## src/rtl/simon_pkg.sv

```systemverilog
// Shared widths, FSM encodings and the Simon round function for the Simon128/256 block datapath.
// Used by simon_round and simon_round_engine.
package simon_pkg;

  localparam int WORD_W       = 64;
  localparam int BLOCK_W      = 128;
  localparam int KEY_ADDR_W   = 9;
  localparam int KEY_RD_LAT   = 2;
  localparam int N_ROUNDS_DEF = 72;

  typedef logic [1:0] state_t;
  localparam state_t IDLE = 2'd0;
  localparam state_t RUN  = 2'd1;
  localparam state_t DONE = 2'd2;

  // f(x) = (rol1(x) & rol8(x)) ^ rol2(x)
  function automatic logic [WORD_W-1:0] simon_f(input logic [WORD_W-1:0] v);
    return ({v[WORD_W-2:0], v[WORD_W-1]} & {v[WORD_W-9:0], v[WORD_W-1:WORD_W-8]})
         ^ {v[WORD_W-3:0], v[WORD_W-1:WORD_W-2]};
  endfunction

endpackage

```

## src/rtl/simon_round.sv

```systemverilog
// One combinational Simon128 round, encrypt or decrypt direction.
// Decrypt is the exact inverse of encrypt, so the same subkey undoes one round.
module simon_round
  import simon_pkg::*;
(
  input  logic [WORD_W-1:0] x,
  input  logic [WORD_W-1:0] y,
  input  logic [WORD_W-1:0] k,
  input  logic              dec,
  output logic [WORD_W-1:0] x_nxt,
  output logic [WORD_W-1:0] y_nxt
);

  // NOTE: both outputs are assigned on every path so no latch is inferred.
  always_comb begin
    if (dec) begin
      x_nxt = y;
      y_nxt = x ^ simon_f(y) ^ k;
    end else begin
      x_nxt = y ^ simon_f(x) ^ k;
      y_nxt = x;
    end
  end

endmodule

```

## src/rtl/simon_round_engine.sv

```systemverilog
// Streams 72 subkeys out of key memory and applies one Simon128/256 round per returned key.
// Optional macro SIMON_DECRYPT_EN adds a decrypt path (descending subkey addresses, inverse round).
module simon_round_engine
  import simon_pkg::*;
#(
  parameter int                    N_ROUNDS = N_ROUNDS_DEF,
  parameter logic [KEY_ADDR_W-1:0] KEY_BASE = '0
) (
  input  logic                  clk,
  input  logic                  rst,
  input  logic                  key_compute_start,
  input  logic                  key_mem_full,
  output logic                  key_rd_en,
  output logic [KEY_ADDR_W-1:0] key_addr,
  input  logic [WORD_W-1:0]     key_data,
  input  logic                  key_data_vld,
  input  logic                  in_vld,
  output logic                  in_rdy,
  input  logic [BLOCK_W-1:0]    in_block,
  input  logic                  in_decrypt,
  output logic                  out_vld,
  input  logic                  out_rdy,
  output logic [BLOCK_W-1:0]    out_block,
  output logic                  out_abort,
  output logic                  busy
);

  localparam int                CNT_W = $clog2(N_ROUNDS);
  localparam logic [CNT_W-1:0] LAST  = CNT_W'(N_ROUNDS - 1);

  state_t                  state;
  logic                    keys_ok;
  logic                    dec_q;
  logic                    dec_in;
  logic [WORD_W-1:0]       x_q, y_q, x_nxt, y_nxt;
  logic [CNT_W-1:0]        rd_cnt, rnd_cnt;
  logic [KEY_RD_LAT-1:0]   rd_pipe;
  logic                    abort;

`ifdef SIMON_DECRYPT_EN
  assign dec_in = in_decrypt;
`else
  logic unused_decrypt;
  assign dec_in         = 1'b0;
  assign unused_decrypt = in_decrypt;
`endif

  function automatic logic [KEY_ADDR_W-1:0] addr_of(input logic [CNT_W-1:0] idx, input logic dec);
    return dec ? KEY_BASE + KEY_ADDR_W'(LAST - idx) : KEY_BASE + KEY_ADDR_W'(idx);
  endfunction

  simon_round u_round (
    .x     (x_q),
    .y     (y_q),
    .k     (key_data),
    .dec   (dec_q),
    .x_nxt (x_nxt),
    .y_nxt (y_nxt)
  );

  assign in_rdy    = (state == IDLE) && keys_ok;
  assign busy      = (state != IDLE);
  assign out_vld   = (state == DONE);
  assign out_block = out_vld ? {x_q, y_q} : '0;
  // A completing transfer in DONE wins over a same-cycle restart of the key schedule.
  assign abort     = key_compute_start && ((state == RUN) || ((state == DONE) && !out_rdy));

  // NOTE: sequential state uses non-blocking assignments only, so every flop samples pre-edge values.
  always_ff @(posedge clk) begin
    if (rst) begin
      state     <= IDLE;
      keys_ok   <= 1'b0;
      dec_q     <= 1'b0;
      x_q       <= '0;
      y_q       <= '0;
      rd_cnt    <= '0;
      rnd_cnt   <= '0;
      rd_pipe   <= '0;
      key_rd_en <= 1'b0;
      key_addr  <= '0;
      out_abort <= 1'b0;
    end else begin
      out_abort <= 1'b0;
      rd_pipe   <= {rd_pipe[KEY_RD_LAT-2:0], key_rd_en};

      if (key_compute_start)  keys_ok <= 1'b0;
      else if (key_mem_full)  keys_ok <= 1'b1;

      if (abort) begin
        // Clearing rd_pipe marks reads already issued as stale.
        state     <= IDLE;
        out_abort <= 1'b1;
        key_rd_en <= 1'b0;
        rd_pipe   <= '0;
      end else begin
        case (state)
          IDLE: if (in_vld && in_rdy) begin
            x_q       <= in_block[BLOCK_W-1:WORD_W];
            y_q       <= in_block[WORD_W-1:0];
            dec_q     <= dec_in;
            rd_cnt    <= '0;
            rnd_cnt   <= '0;
            key_rd_en <= 1'b1;
            key_addr  <= addr_of('0, dec_in);
            state     <= RUN;
          end
          RUN: begin
            if (key_rd_en) begin
              if (rd_cnt == LAST) begin
                key_rd_en <= 1'b0;
              end else begin
                rd_cnt   <= rd_cnt + 1'b1;
                key_addr <= addr_of(rd_cnt + 1'b1, dec_q);
              end
            end
            if (key_data_vld && rd_pipe[KEY_RD_LAT-1]) begin
              x_q     <= x_nxt;
              y_q     <= y_nxt;
              rnd_cnt <= rnd_cnt + 1'b1;
              if (rnd_cnt == LAST) state <= DONE;
            end
          end
          DONE: if (out_rdy) state <= IDLE;
          default: state <= IDLE;
        endcase
      end
    end
  end

endmodule

```

## config.mk

```make
export PLATFORM = sky130hd
export DESIGN_NAME = simon_round_engine
export DESIGN_NICKNAME = d
export VERILOG_FILES = /design/src/rtl/simon_pkg.sv /design/src/rtl/simon_round.sv /design/src/rtl/simon_round_engine.sv
export SDC_FILE = /design/constraint.sdc
export NUM_CORES = 1
export LEC_CHECK = 0
export CAP_MARGIN = 20
export CORE_UTILIZATION = 40
export DETAILED_ROUTE_END_ITERATION = 6
export GPL_ROUTABILITY_DRIVEN = 1
export PLACE_DENSITY = 0.7
export SYNTH_ARGS = -nofsm -noshare
export SYNTH_HDL_FRONTEND = slang
export SYNTH_SLANG_ARGS = --single-unit
export TNS_END_PERCENT = 5
```

## constraint.sdc

```tcl
create_clock -name clk -period 2 [get_ports clk]
set_clock_uncertainty 0.15 [all_clocks]
set_input_delay 0.4 -clock clk [delete_from_list [all_inputs] [get_ports clk]]
set_output_delay 0.4 -clock clk [all_outputs]
set_load 0.005 [all_outputs]
```

Word level (Yosys, flattened, before mapping) --
Index checks and enable logic that the tools add are counted.
Storage, ports and cells: logic and storage cells 70, output and inout bits 142, input bits 200, memory bits (read-only) 0, bits in writable memories 0, bits in registers 158, memories kept 0, latch bits 0
Cells by class: shift-type cells 0, div/mod/pow operators 0, multiplexer cells 27, bitwise logic cells 5, order comparisons 0, reduce and logical (&&, ||, !) cells 16, $add $sub $neg 2, multipliers 0, equal/unequal tests 10
Operators by type and width (count):
- $mux 64 | 4
- $pmux 64 s2 | 2
- $xor 64x64->64 | 3
- $mux 128 | 1
- $and 64x64->64 | 1
- $mux 7 | 4
- $pmux 7 s2 | 2
- $mux 9 | 3
- $pmux 9 s2 | 1
- $add 7x1->7 const B | 2
- $eq 7x7->1 const B | 2
- $mux 2 | 4
- $ne 2x1->1 const B | 4
- $reduce_and 4->1 | 2
- $pmux 2 s3 | 1
- $logic_and 1x1->1 | 5
- $reduce_and 5->1 | 1
- $mux 1 | 4
- $ne 2x2->1 const B | 2
- $reduce_bool 2->1 | 2
- $reduce_or 2->1 | 2
- $eq 2x1->1 const B | 1
- $eq 2x2->1 const B | 1
- $logic_not 2->1 | 1
- other kinds (5) | 5

Longest topological paths before layout --
Gate-level depths: netlist (run 1).
depth after elaboration 6, depth in mapped cells 7, mapped depth without buffers 5

Modules after synthesis --
From an unflattened synthesis (run 1), not the netlist that was laid out.
Second synthesis, totals: cell total of the unflattened synthesis 1656, area, all modules 12988.7 um^2
Modules (own cells, without submodules):
- simon_round_engine | area each 7569.8 um^2, seq. area each 2982.9 um^2, instances 1, cells an instance 988
- simon_round | area each 5418.9 um^2, seq. area each 0.0 um^2, instances 1, cells an instance 668

Least setup slack after synthesis (run 1) --
OpenSTA, ideal clock, no wires.
path type reg2out, from reg state[1], to out out_block[100], arrival 1.376 ns, data required time 1.450 ns, path buffers 3, cell stages (with the launch flop) 7, setup slack 0.074 ns, path through dfxtp_1 > clkbuf_1 > nand2b_1 > inv_1 > clkbuf_1 > clkbuf_1 > and2_1
Between the ends: longest elaborated chain between the ends 2
RTL lines:
- start, declared | line simon_round_engine.sv:31 | state_t state;
- start signal, assigned | line simon_round_engine.sv:71 | state <= IDLE;
- start signal, assigned | line simon_round_engine.sv:91 | state <= IDLE;
- start signal, assigned | line simon_round_engine.sv:105 | state <= RUN;
- $eq 2x2->1 | line simon_round_engine.sv:63 | assign out_vld = (state == DONE);
- $mux 128 | line simon_round_engine.sv:64 | assign out_block = out_vld ? {x_q, y_q} : '0;
- end, declared | line simon_round_engine.sv:23 | output logic [BLOCK_W-1:0] out_block,
No other way between the ends.

Worst setup path after layout (run 1) --
from reg state[0], to out out_block[68]
The elaborated chain is that of the path after synthesis.

==> results of run 1 <==
cell type report:
class	count	area (µm²)	area share, %
multi-input combinational	925	6560	44.27
clock buffer	18	429.2	2.896
antenna	2	5.005	0.03377
clock inverter	12	178.9	1.207
inverter	6	35.03	0.2364
tap	319	399.1	2.693
timing repair buffer	461	4225	28.51
sequential	149	2987	20.15
how the worst max path moves through the flow:
stage | to | slack, ns | depth (start not counted)
after CTS | out_block[68] | -0.37 | 8
after global placement | y_q[53] | -0.30 | 7
after floorplan | out_block[100] | 0.07 | 6
after detailed placement | y_q[39] | -0.36 | 7
after global routing | out_block[68] | -0.40 | 8
final | out_block[68] | -0.34 | 8
layout by cell type (no fill, tap or decap), types with 6 or more instances in the layout:
cell / instances
o211ai_1: 64
buf_12: 22
a311oi_1: 62
buf_2: 17
o21ai_0: 6
nand2b_1: 65
nor2_1: 77
buf_6: 31
and2_1: 74
xnor3_1: 64
clkbuf_2: 88
clkdlybuf4s50_1: 206
and2_4: 55
clkbuf_16: 17
nand3_1: 6
buf_4: 88
dfxtp_1: 146
a21oi_1: 73
xor2_1: 64
nand2_1: 263
stage by stage:
step / cells / hold slack, ns / utilization [%] / TNS, ns
finish: 1892 / 0.1112 / 62.39 / -13.62
global route: 1892 / 0.1082 / 62.39 / -22.09
CTS: 1888 / 0.08875 / 63.51 / -22.69
detailed placement: 1845 / 0.2499 / 59.95 / -40.83
global placement: 1845 / 0.2510 / 59.95 / -38.33
floorplan: 1171 / 0.2436 / - / 0
worst reg2reg max path, cell delays in order (launching register included):
cell and delay (ns):
dfxtp_2 0.32, buf_4 0.18, nand3b_1 0.27, a21oi_4 0.22, buf_12 0.19, buf_4 0.21, nor2_1 0.06, a311oi_1 0.27
per-layer routing:
metal | GRT usage, % | part of all wire (%) | vias to the layer above
met4 | 10.81 | 2.7 | 0
met3 | 4.682 | 7.0 | 59
met2 | 47.37 | 49 | 434
li1 | - | - | 4764
met1 | 35.05 | 41 | 4700
met5 | 0 | 0 | -
sequential cells by signal, summed over array words and instances, names as in the netlist:
register / flops
rd_pipe: 2
out_abort: 1
key_rd_en: 1
x_q: 64
y_q: 64
rnd_cnt: 7
state: 2
keys_ok: 1
key_addr: 7
power by group:
group          switching (mW)  internal [mW]  total (mW)
clock network            1.36           2.08        3.44
logic                   0.581          0.814        1.39
registers              0.0774           3.06        3.14
total                    2.02           5.96        7.97
repair_timing:
action	in CTS	in global routing
endpoints found under the setup margin	132	148
pin swaps	7	12
gates cloned	4	0
setup buffers	9	3
gates resized for setup	394	136
kinds of logic (layout without fill, tap and decap cells):
kind of cell,after synthesis,after routing
compound gates,220,220
fa+ha+maj,2,2
simple gates,565,565
mux,3,3
buf+inv,97,497
other cells,1,4
flops,149,149
xor+xnor,133,133
==> out/metrics.csv, run 1 <==
stage,metric,value,unit
clock_network,number of buffers created by CTS,17,
routing,WL final,35.39,mm
timing,post-layout min period,2.337,ns
yosys,multiplexer share of the synthesized area,0.3071,%
timing,fmax,427.9,MHz
critical_path,WP data required,1.45,ns
critical_path,crit path buf inv count,6,
critical_path,crit-path cells,"nand2b_4, clkinv_8, buf_12, buf_16, buf_8, buf_12, and2_4, buf_6",
routing,DR vias,9957,
placement,# port buffers,338,
grt,largest net degree at the start of global routing,75,
critical_path,worst reg2reg setup slack,0.04,ns
yosys,fraction of registers with async set/reset,0,%
clock_network,CTS tree,built,
clock_network,"CTS clk-pin slew, worst paths",0.06,ns
power,power density cells,537.9,nW/µm²
grt,number of global-route vias before repair,9767,
die,die width,158.3,µm
critical_path,Setup CP Type,reg2out,
yosys,main flop type after synthesis,dfxtp_1,
yosys,Yosys Warn Count,0,
run_status,failing checks,setup timing,
clock_network,Clock Tree Buf Depth,2,
clock_network,CTS HTree Levels,4,
yosys,"Avg Cell Area, Syn",8.356,µm²
final_layout,layout cell share with drive strength beyond 1,22.53,%
yosys,largest cells by area after synthesis,"dfxtp_1 31%, xnor3_1 15%, nand2_1 10%",
die,Starting Density,41.16,%
routing,DRC Markers,0,
critical_path,crit-path max cell delay,0.33,ns
die,Ports,342,
critical_path,CP most frequent cell,buf_12,
yosys,Synth top area share,30.51,%
routing,initial DRC count,767,
final_layout,fill count,2040,
routing,1st-pass router iterations,5,
placement,GP Congestion,0.8948,
yosys,Gate Count Post-Synth,1170,
yosys,synth unique cells,46,
critical_path,R2R Path Start,state[0],
yosys,"count leader, synth",nand2_1,
yosys,sequential share of the synthesized area,30.51,%
critical_path,Worst Reg-to-Reg Cells,7,
critical_path,CP Launch Type,flop,
grt,grt total ovfl,0,
yosys,"FF+latch count, synth",149,
placement,"Cell Area, Placed",14240,µm²
timing,setup ws final,-0.3368,ns
timing,# setup viols final,129,
die,Die Height,158.3,µm
critical_path,crit path max fanout,5,
yosys,complex-gate fraction of the synthesized area,15.82,%
yosys,simple logic cell fraction of the synthesized area,27.89,%
yosys,"top cells by count, synth","263 x nand2_1, 149 x dfxtp_1, 128 x and2_1",
yosys,Post-Syn Area,9777,µm²
routing,routed vias/inst,5.263,
min_path,Hold WC Path Type,in2reg,
yosys,post-synthesis adder-cell area fraction,0.2560,%
yosys,largest family of logic cells by synthesized area,simple AND/OR/NAND/NOR gates,
power,leakage,6.869,nW
power,overall power,7.971,mW
die,Std-Cell Rows,56,
grt,initial antenna violation count,2,
run_status,status,"finished, violations left",
die,core area,23750,µm²
grt,global-route wire length before repair,52.86,mm
timing,RSZ-0062 raised after global routing,true,
final_layout,Final Cell Area,14820,µm²
placement,pre-CTS setup slack,-0.3552,ns
grt,gr usage total,27.84,%
clock_network,"Hold-fix buffers, CTS",0,
die,die footprint,25070,µm²
critical_path,CP max stage cell,dfxtp_2,
yosys,Synth Area in XOR/XNOR,20.92,%
critical_path,"delay-heaviest family, CP",buffers and inverters,
clock_network,clock sinks,149,
critical_path,crit path capture type,primary output,
placement,Detailed Place HPWL,25.15,mm
min_path,hold path startpoint,rst,
timing,"Slew Viols, Final",0,
final_layout,final net count,1762,
yosys,Post-synth EDFFs,0,
timing,fin crit share,116.8,%
min_path,hold path depth,2,
job,maximum capacitance violations,0,
timing,"Hold Vio Cnt, Final",0,
min_path,hold-critical path endpoint,key_addr[0],
clock_network,Root Driver,clkbuf_16,
routing,wire per inst,18.70,µm
final_layout,Layout area overhead,51.57,%
yosys,Synth area leader,dfxtp_1,
routing,Final ANT Viol Nets,0,
clock_network,"Clk Latency, worst-skew pair",0.42,ns
critical_path,r2r endpoint,y_q[59],
critical_path,CP arrival,1.79,ns
critical_path,Critical Path Source,state[0],
power,worst vdd ir,419.1,µV
No activity file was read; power rests on OpenSTA's default activity.
==> run 2: changes to the inputs <==
--- a/config.mk
+++ b/config.mk
@@ -9,7 +9,7 @@
 export CORE_UTILIZATION = 40
 export DETAILED_ROUTE_END_ITERATION = 6
 export GPL_ROUTABILITY_DRIVEN = 1
-export PLACE_DENSITY = 0.7
+export PLACE_DENSITY = 0.72
 export SYNTH_ARGS = -nofsm -noshare
 export SYNTH_HDL_FRONTEND = slang
 export SYNTH_SLANG_ARGS = --single-unit
==> run 2 against run 1 <==
Effect of this change:
- the run still ends with setup timing left
- routed wire length up 3.9%
- via count up 1.6%
- clock power up 5%
- fmax up 3.7%
- design area up 2.6%
- non-clock buffer count up 3
- die area unchanged
- register-to-register slack about the same
- largest power group unchanged
==> out/metrics.csv, run 2 (synthesis gave the netlist of run 1 again) <==
stage,metric,value,unit,change
run_status,status,"finished, violations left",,
run_status,failing checks,setup timing,,
clock_network,clock sinks,149,,unchanged
critical_path,WP data required,1.45,ns,about the same
power,Internal,6.065,mW,+1.8%
routing,initial DRC count,614,,-20%
grt,largest net degree at the start of global routing,73,,-2.7%
critical_path,CP max stage cell,dfxtp_2,,
clock_network,CTS tree,built,,
final_layout,layout cell share with drive strength beyond 1,24.63,%,+2.1 points
min_path,Hold WC Path Type,in2reg,,
timing,post-layout min period,2.253,ns,-0.08334 ns
routing,DR vias,10115,,+1.6%
power,Switching Share,25.67,%,+0.38 points
routing,WL final,36.78,mm,+3.9%
routing,routed vias/inst,5.332,,+1.3%
timing,fin crit share,112.7,%,-4.2 points
critical_path,crit-path cells,"nand2b_4, clkinv_8, buf_12, buf_8, buf_16, and2_4, buf_6",,
power,P_sw,2.094,mW,+3.9%
timing,RSZ-0062 raised after global routing,true,,
timing,setup ws final,-0.2534,ns,+0.08333 ns
final_layout,Sequential cell area,2989,µm²,about the same
grt,global-route wire length before repair,54.32,mm,+2.8%
critical_path,worst reg2reg setup slack,0.04,ns,about the same
power,Flop pwr share,38.5,%,-0.9 points
timing,"Slew Viols, Final",0,,unchanged
power,part of the power in combinational logic,17.3,%,-0.2 points
routing,Final ANT Viol Nets,0,,unchanged
critical_path,crit path buf inv count,5,,-1
die,Ports,342,,unchanged
grt,gr usage total,28.74,%,+0.90 points
final_layout,final net count,1765,,+0.17%
timing,# setup viols final,124,,-3.9%
grt,grt total ovfl,0,,unchanged
final_layout,Final Util,64.03,%,+1.6 points
final_layout,Layout area overhead,55.57,%,
final_layout,Finished Layout Cells,1897,,+0.26%
placement,GP Congestion,0.9300,,+3.9%
die,Starting Density,41.16,%,unchanged
timing,fmax,443.8,MHz,+3.7%
clock_network,CTS HTree Levels,4,,unchanged
clock_network,Clock Tree Buf Depth,2,,unchanged
clock_network,number of buffers created by CTS,17,,unchanged
power,leakage,7.016,nW,+2.1%
die,core area,23750,µm²,unchanged
critical_path,Setup CP Type,reg2out,,
clock_network,Root Driver,clkbuf_16,,
routing,wire per inst,19.39,µm,+3.7%
timing,Hold Worst Slack,0.09356,ns,-0.01764 ns
critical_path,CP arrival,1.70,ns,-0.09 ns
die,Std-Cell Rows,56,,unchanged
final_layout,fill count,1963,,-3.8%
routing,1st-pass router iterations,5,,unchanged
final_layout,area occupied by multi-input gates,6629,µm²,+1.0%
die,die footprint,25070,µm²,unchanged
critical_path,CP Launch Type,flop,,
power,worst vdd ir,408.9,µV,-2.4%
routing,DRC Markers,0,,unchanged
grt,initial antenna violation count,3,,+1
power,power density cells,536.5,nW/µm²,-0.26%
timing,"Hold Vio Cnt, Final",0,,unchanged
clock_network,"Clk Latency, worst-skew pair",0.43,ns,about the same
critical_path,crit path capture type,primary output,,
critical_path,crit-path max cell delay,0.33,ns,about the same
grt,number of global-route vias before repair,9789,,+0.23%
final_layout,most frequent cells in the layout,"263 x nand2_1, 206 x clkdlybuf4s50_1, 144 x dfxtp_1",,
critical_path,crit path max fanout,8,,+3
die,die width,158.3,µm,unchanged
placement,Detailed Place HPWL,24.90,mm,-1.0%
final_layout,"commonest non-fill, non-tap cell in the layout",nand2_1,,
placement,# port buffers,338,,unchanged
power,clock share of power,44.2,%,+1.1 points
final_layout,Regs by FF count,"x_q (64), y_q (64)",,
critical_path,"delay-heaviest family, CP",buffers and inverters,,
job,maximum capacitance violations,0,,unchanged
die,Die Height,158.3,µm,unchanged
placement,Inst Count DP,1836,,-0.49%
clock_network,"CTS clk-pin slew, worst paths",0.07,ns,about the same
==> run 2: power groups by stage <==
stage | Clock, mW | Combinational, mW | Sequential (mW)
after floorplan | 0 | 0.644 | 3.20
after CTS | 3.65 | 1.40 | 3.13
after global placement | 0 | 1.34 | 3.19
final | 3.61 | 1.41 | 3.14
after global routing | 3.78 | 1.51 | 3.15
after detailed placement | 0 | 1.35 | 3.20
==> run 2: worst paths after layout <==
| check | from | to | depth (start not counted) |
|---|---|---|---|
| max | state[0] | out_block[61] | 7 |
| min | rst | key_addr[0] | 2 |
| max reg2reg | state[0] | key_addr[3] | 5 |
| min reg2reg | rd_pipe[0] | rd_pipe[1] | 2 |
==> run 2: metal layers <==
layer	track usage (%)	vias to the layer above	routed length (µm)
met2	48.02	437	17850
met1	36.40	4836	15390
li1	-	4776	-
met5	0	-	13
met3	5.444	64	2525
met4	11.49	2	1002
==> run 2: cell type report <==
class / instances / share of cell area, %
well taps: 319 / 2.624
multi-input cells: 925 / 43.58
clock buffers: 19 / 2.978
diodes: 3 / 0.04936
inverters: 6 / 0.2303
repair buffers: 464 / 29.62
flip-flops and latches: 149 / 19.65
clock inverters: 12 / 1.259
==> run 2: through the flow <==
| step | setup TNS [ns] | instance area, µm² | setup slack [ns] | total power, mW |
|---|---|---|---|---|
| floorplan | 0 | 9781 | 0.07403 | 3.841 |
| global placement | -39.74 | 14160 | -0.3165 | 4.532 |
| detailed placement | -48.07 | 14160 | -0.3658 | 4.550 |
| CTS | -27.14 | 15260 | -0.4057 | 8.176 |
| global route | -27.82 | 15210 | -0.3113 | 8.438 |
| finish | -19.84 | 15210 | -0.2534 | 8.159 |
==> run 2: what timing repair did <==
action                     in CTS  in global routing
buffers inserted               10                  8
hold buffers                    0                  0
setup endpoints to repair     132                175
cloned                         10                  0
pin swaps                      23                  9
gates resized for setup       444                163
==> run 2: worst register-to-register path, stage by stage (launching register included) <==
cell and delay [ns]:
dfxtp_2 0.33, buf_4 0.19, or3b_4 0.43, and2_4 0.18, or4_1 0.46, a21oi_1 0.15
==> run 3: changes to the inputs <==
--- a/config.mk
+++ b/config.mk
@@ -5,11 +5,11 @@
 export SDC_FILE = /design/constraint.sdc
 export NUM_CORES = 1
 export LEC_CHECK = 0
-export CAP_MARGIN = 20
+export CAP_MARGIN = 5
 export CORE_UTILIZATION = 40
 export DETAILED_ROUTE_END_ITERATION = 6
 export GPL_ROUTABILITY_DRIVEN = 1
-export PLACE_DENSITY = 0.72
+export PLACE_DENSITY = 0.77
 export SYNTH_ARGS = -nofsm -noshare
 export SYNTH_HDL_FRONTEND = slang
 export SYNTH_SLANG_ARGS = --single-unit
==> run 3 against run 2 <==
Effect of this change:
- the flow still finishes with violations (setup timing)
- die area unchanged
- clock-buffer cell count rose by 1
- fmax grew 0.28%
- register-to-register slack got worse by 0.14 ns
- critical path depth stayed put
- power increased by 3.1%
- cell count shrank 0.11%
- critical path type unchanged
- largest power group unchanged
==> out/metrics.csv, run 3 (synthesis gave the netlist of run 1 again) <==
stage,metric,value,unit,change
routing,DRC Markers,0,,unchanged
run_status,failing checks,setup timing,,
critical_path,Critical Path Source,state[0],,
routing,routed vias/inst,5.354,,+0.40%
placement,# port buffers,338,,unchanged
min_path,hold path startpoint,rd_pipe[0],,
final_layout,Finished Layout Cells,1895,,-0.11%
clock_network,clock sinks,149,,unchanged
timing,post-layout min period,2.247,ns,-0.006321 ns
grt,number of global-route vias before repair,9667,,-1.2%
power,part of the power in combinational logic,16.6,%,-0.7 points
critical_path,worst reg2reg setup slack,-0.10,ns,-0.14 ns
grt,grt total ovfl,0,,unchanged
timing,# setup viols final,135,,+8.9%
critical_path,Worst Reg-to-Reg Cells,8,,+3
placement,pre-CTS setup slack,-0.3940,ns,-0.02820 ns
min_path,hold path depth,2,,unchanged
die,Std-Cell Rows,56,,unchanged
final_layout,Final Cell Area,14900,µm²,-2.0%
timing,fin crit share,112.4,%,-0.32 points
run_status,status,"finished, violations left",,
clock_network,CTS tree,built,,
critical_path,R2R Path Start,state[0],,
power,leakage,6.961,nW,-0.78%
timing,"Hold Vio Cnt, Final",0,,unchanged
power,overall power,8.409,mW,+3.1%
critical_path,CP Launch Type,flop,,
clock_network,"Clk Latency, worst-skew pair",0.42,ns,about the same
timing,setup ws final,-0.2471,ns,+0.006321 ns
final_layout,Layout area overhead,52.39,%,
critical_path,r2r endpoint,y_q[48],,
critical_path,crit path max fanout,8,,unchanged
die,Die Height,158.3,µm,unchanged
clock_network,number of buffers created by CTS,17,,unchanged
critical_path,Setup CP Type,reg2out,,
final_layout,"commonest non-fill, non-tap cell in the layout",nand2_1,,
final_layout,Regs by FF count,"x_q (64), y_q (64)",,
power,Internal,6.386,mW,+5.3%
routing,wire per inst,19.40,µm,about the same
min_path,Hold WC Path Type,reg2reg,,
timing,Slew @ Worst Pin,0.5275,ns,
final_layout,final net count,1763,,-0.11%
routing,DR vias,10145,,+0.30%
die,die footprint,25070,µm²,unchanged
die,core area,23750,µm²,unchanged
power,P_sw,2.023,mW,-3.4%
die,die width,158.3,µm,unchanged
clock_network,"CTS clk-pin slew, worst paths",0.06,ns,about the same
routing,WL final,36.76,mm,about the same
critical_path,CP arrival,1.70,ns,about the same
placement,Inst Count DP,1836,,unchanged
final_layout,layout cell share with drive strength beyond 1,22.82,%,-1.8 points
timing,TNS Setup,-19.74,ns,+0.09150 ns
routing,Final ANT Viol Nets,0,,unchanged
timing,Hold Worst Slack,0.2685,ns,+0.1749 ns
final_layout,Final Util,62.73,%,-1.3 points
die,Ports,342,,unchanged
clock_network,Root Driver,clkbuf_16,,
timing,"Slew Viols, Final",0,,unchanged
timing,Slew headroom,64.84,%,
routing,initial DRC count,689,,+12%
critical_path,crit path capture type,primary output,,
power,clock share of power,46.0,%,+1.8 points
job,maximum capacitance violations,0,,unchanged
critical_path,WP data required,1.45,ns,about the same
clock_network,Clock Tree Buf Depth,2,,unchanged
grt,global-route wire length before repair,52.65,mm,-3.1%
power,worst vdd ir,502.7,µV,+23%
timing,fmax,445.0,MHz,+0.28%
routing,1st-pass router iterations,7,,+2
placement,Detailed Place HPWL,25.05,mm,+0.63%
power,Switching Share,24.06,%,-1.6 points
timing,RSZ-0062 raised after global routing,true,,
grt,gr usage total,27.71,%,-1.0 points
grt,initial antenna violation count,5,,+2
min_path,hold-critical path endpoint,rd_pipe[1],,
power,power density cells,564.4,nW/µm²,+5.2%
grt,largest net degree at the start of global routing,64,,-12%
die,Starting Density,41.16,%,unchanged
clock_network,CTS HTree Levels,4,,unchanged
power,Flop pwr share,37.4,%,-1.1 points
placement,"Cell Area, Placed",14120,µm²,-0.26%
final_layout,most frequent cells in the layout,"263 x nand2_1, 206 x clkdlybuf4s50_1, 144 x dfxtp_1",,
placement,GP Congestion,0.9060,,-2.6%
## run 3: changes by cell type in the layout (fill, tap and decap cells not counted), sizes merged
cell,previous run,this run
clkinv,4,2
clkdlybuf4s15,2,0
bufinv,4,7
inv,9,8
dlygate4sd2,1,0
buf,183,132
clkinvlp,1,0
dlymetal6s2s,0,1
clkbuf,91,143
## run 3: critical path, cell delays in order (launching register included)
cell,delay (ns)
dfxtp_2,0.33
nand2b_4,0.16
clkinv_8,0.07
buf_12,0.14
buf_8,0.12
clkbuf_16,0.18
and2_4,0.16
clkbuf_2,0.10
## run 3: layer usage
| layer | routed length (µm) | up-vias | track usage, % |
|---|---|---|---|
| li1 | - | 4771 | - |
| met1 | 15660 | 4808 | 36.10 |
| met2 | 17400 | 487 | 45.97 |
| met3 | 2723 | 75 | 4.273 |
| met4 | 946 | 4 | 10.81 |
| met5 | 27 | - | 0 |
## run 3: area by class of cell
cell class	instances	area, µm²
Clock inverter	11	245.2
Clock buffer	20	446.7
Fill cell	2011	8853
Tap cell	319	399.1
Inverter	6	35.03
Multi-Input combinational cell	925	6560
Timing Repair Buffer	462	4217
Antenna cell	3	7.507
Sequential cell	149	2989
## run 3: power groups by stage
stage	sequential, mW	combinational (mW)	clock, mW
2_1_floorplan	3.20	0.644	0
3_5_place_dp	3.20	1.34	0
3_3_place_gp	3.20	1.33	0
4_1_cts	3.14	1.36	3.91
6_report	3.14	1.40	3.87
5_1_grt	3.15	1.50	4.01
## run 3: what timing repair did
| item | CTS | global route |
|---|---|---|
| endpoints found under the setup margin | 132 | 191 |
| buffers inserted | 1 | 14 |
| pin swaps | 1 | 71 |
| cloned | 3 | 8 |
| hold buffers | 0 | 0 |
| gates resized for setup | 123 | 349 |
## run 3: how the worst max path moves through the flow
stage	endpoint	slack (ns)	cells after the start
after floorplan	out_block[100]	0.07	6
after global placement	y_q[36]	-0.32	7
after detailed placement	y_q[36]	-0.39	7
after CTS	out_block[32]	-0.46	5
after global routing	out_block[22]	-0.28	7
final	out_block[124]	-0.25	7
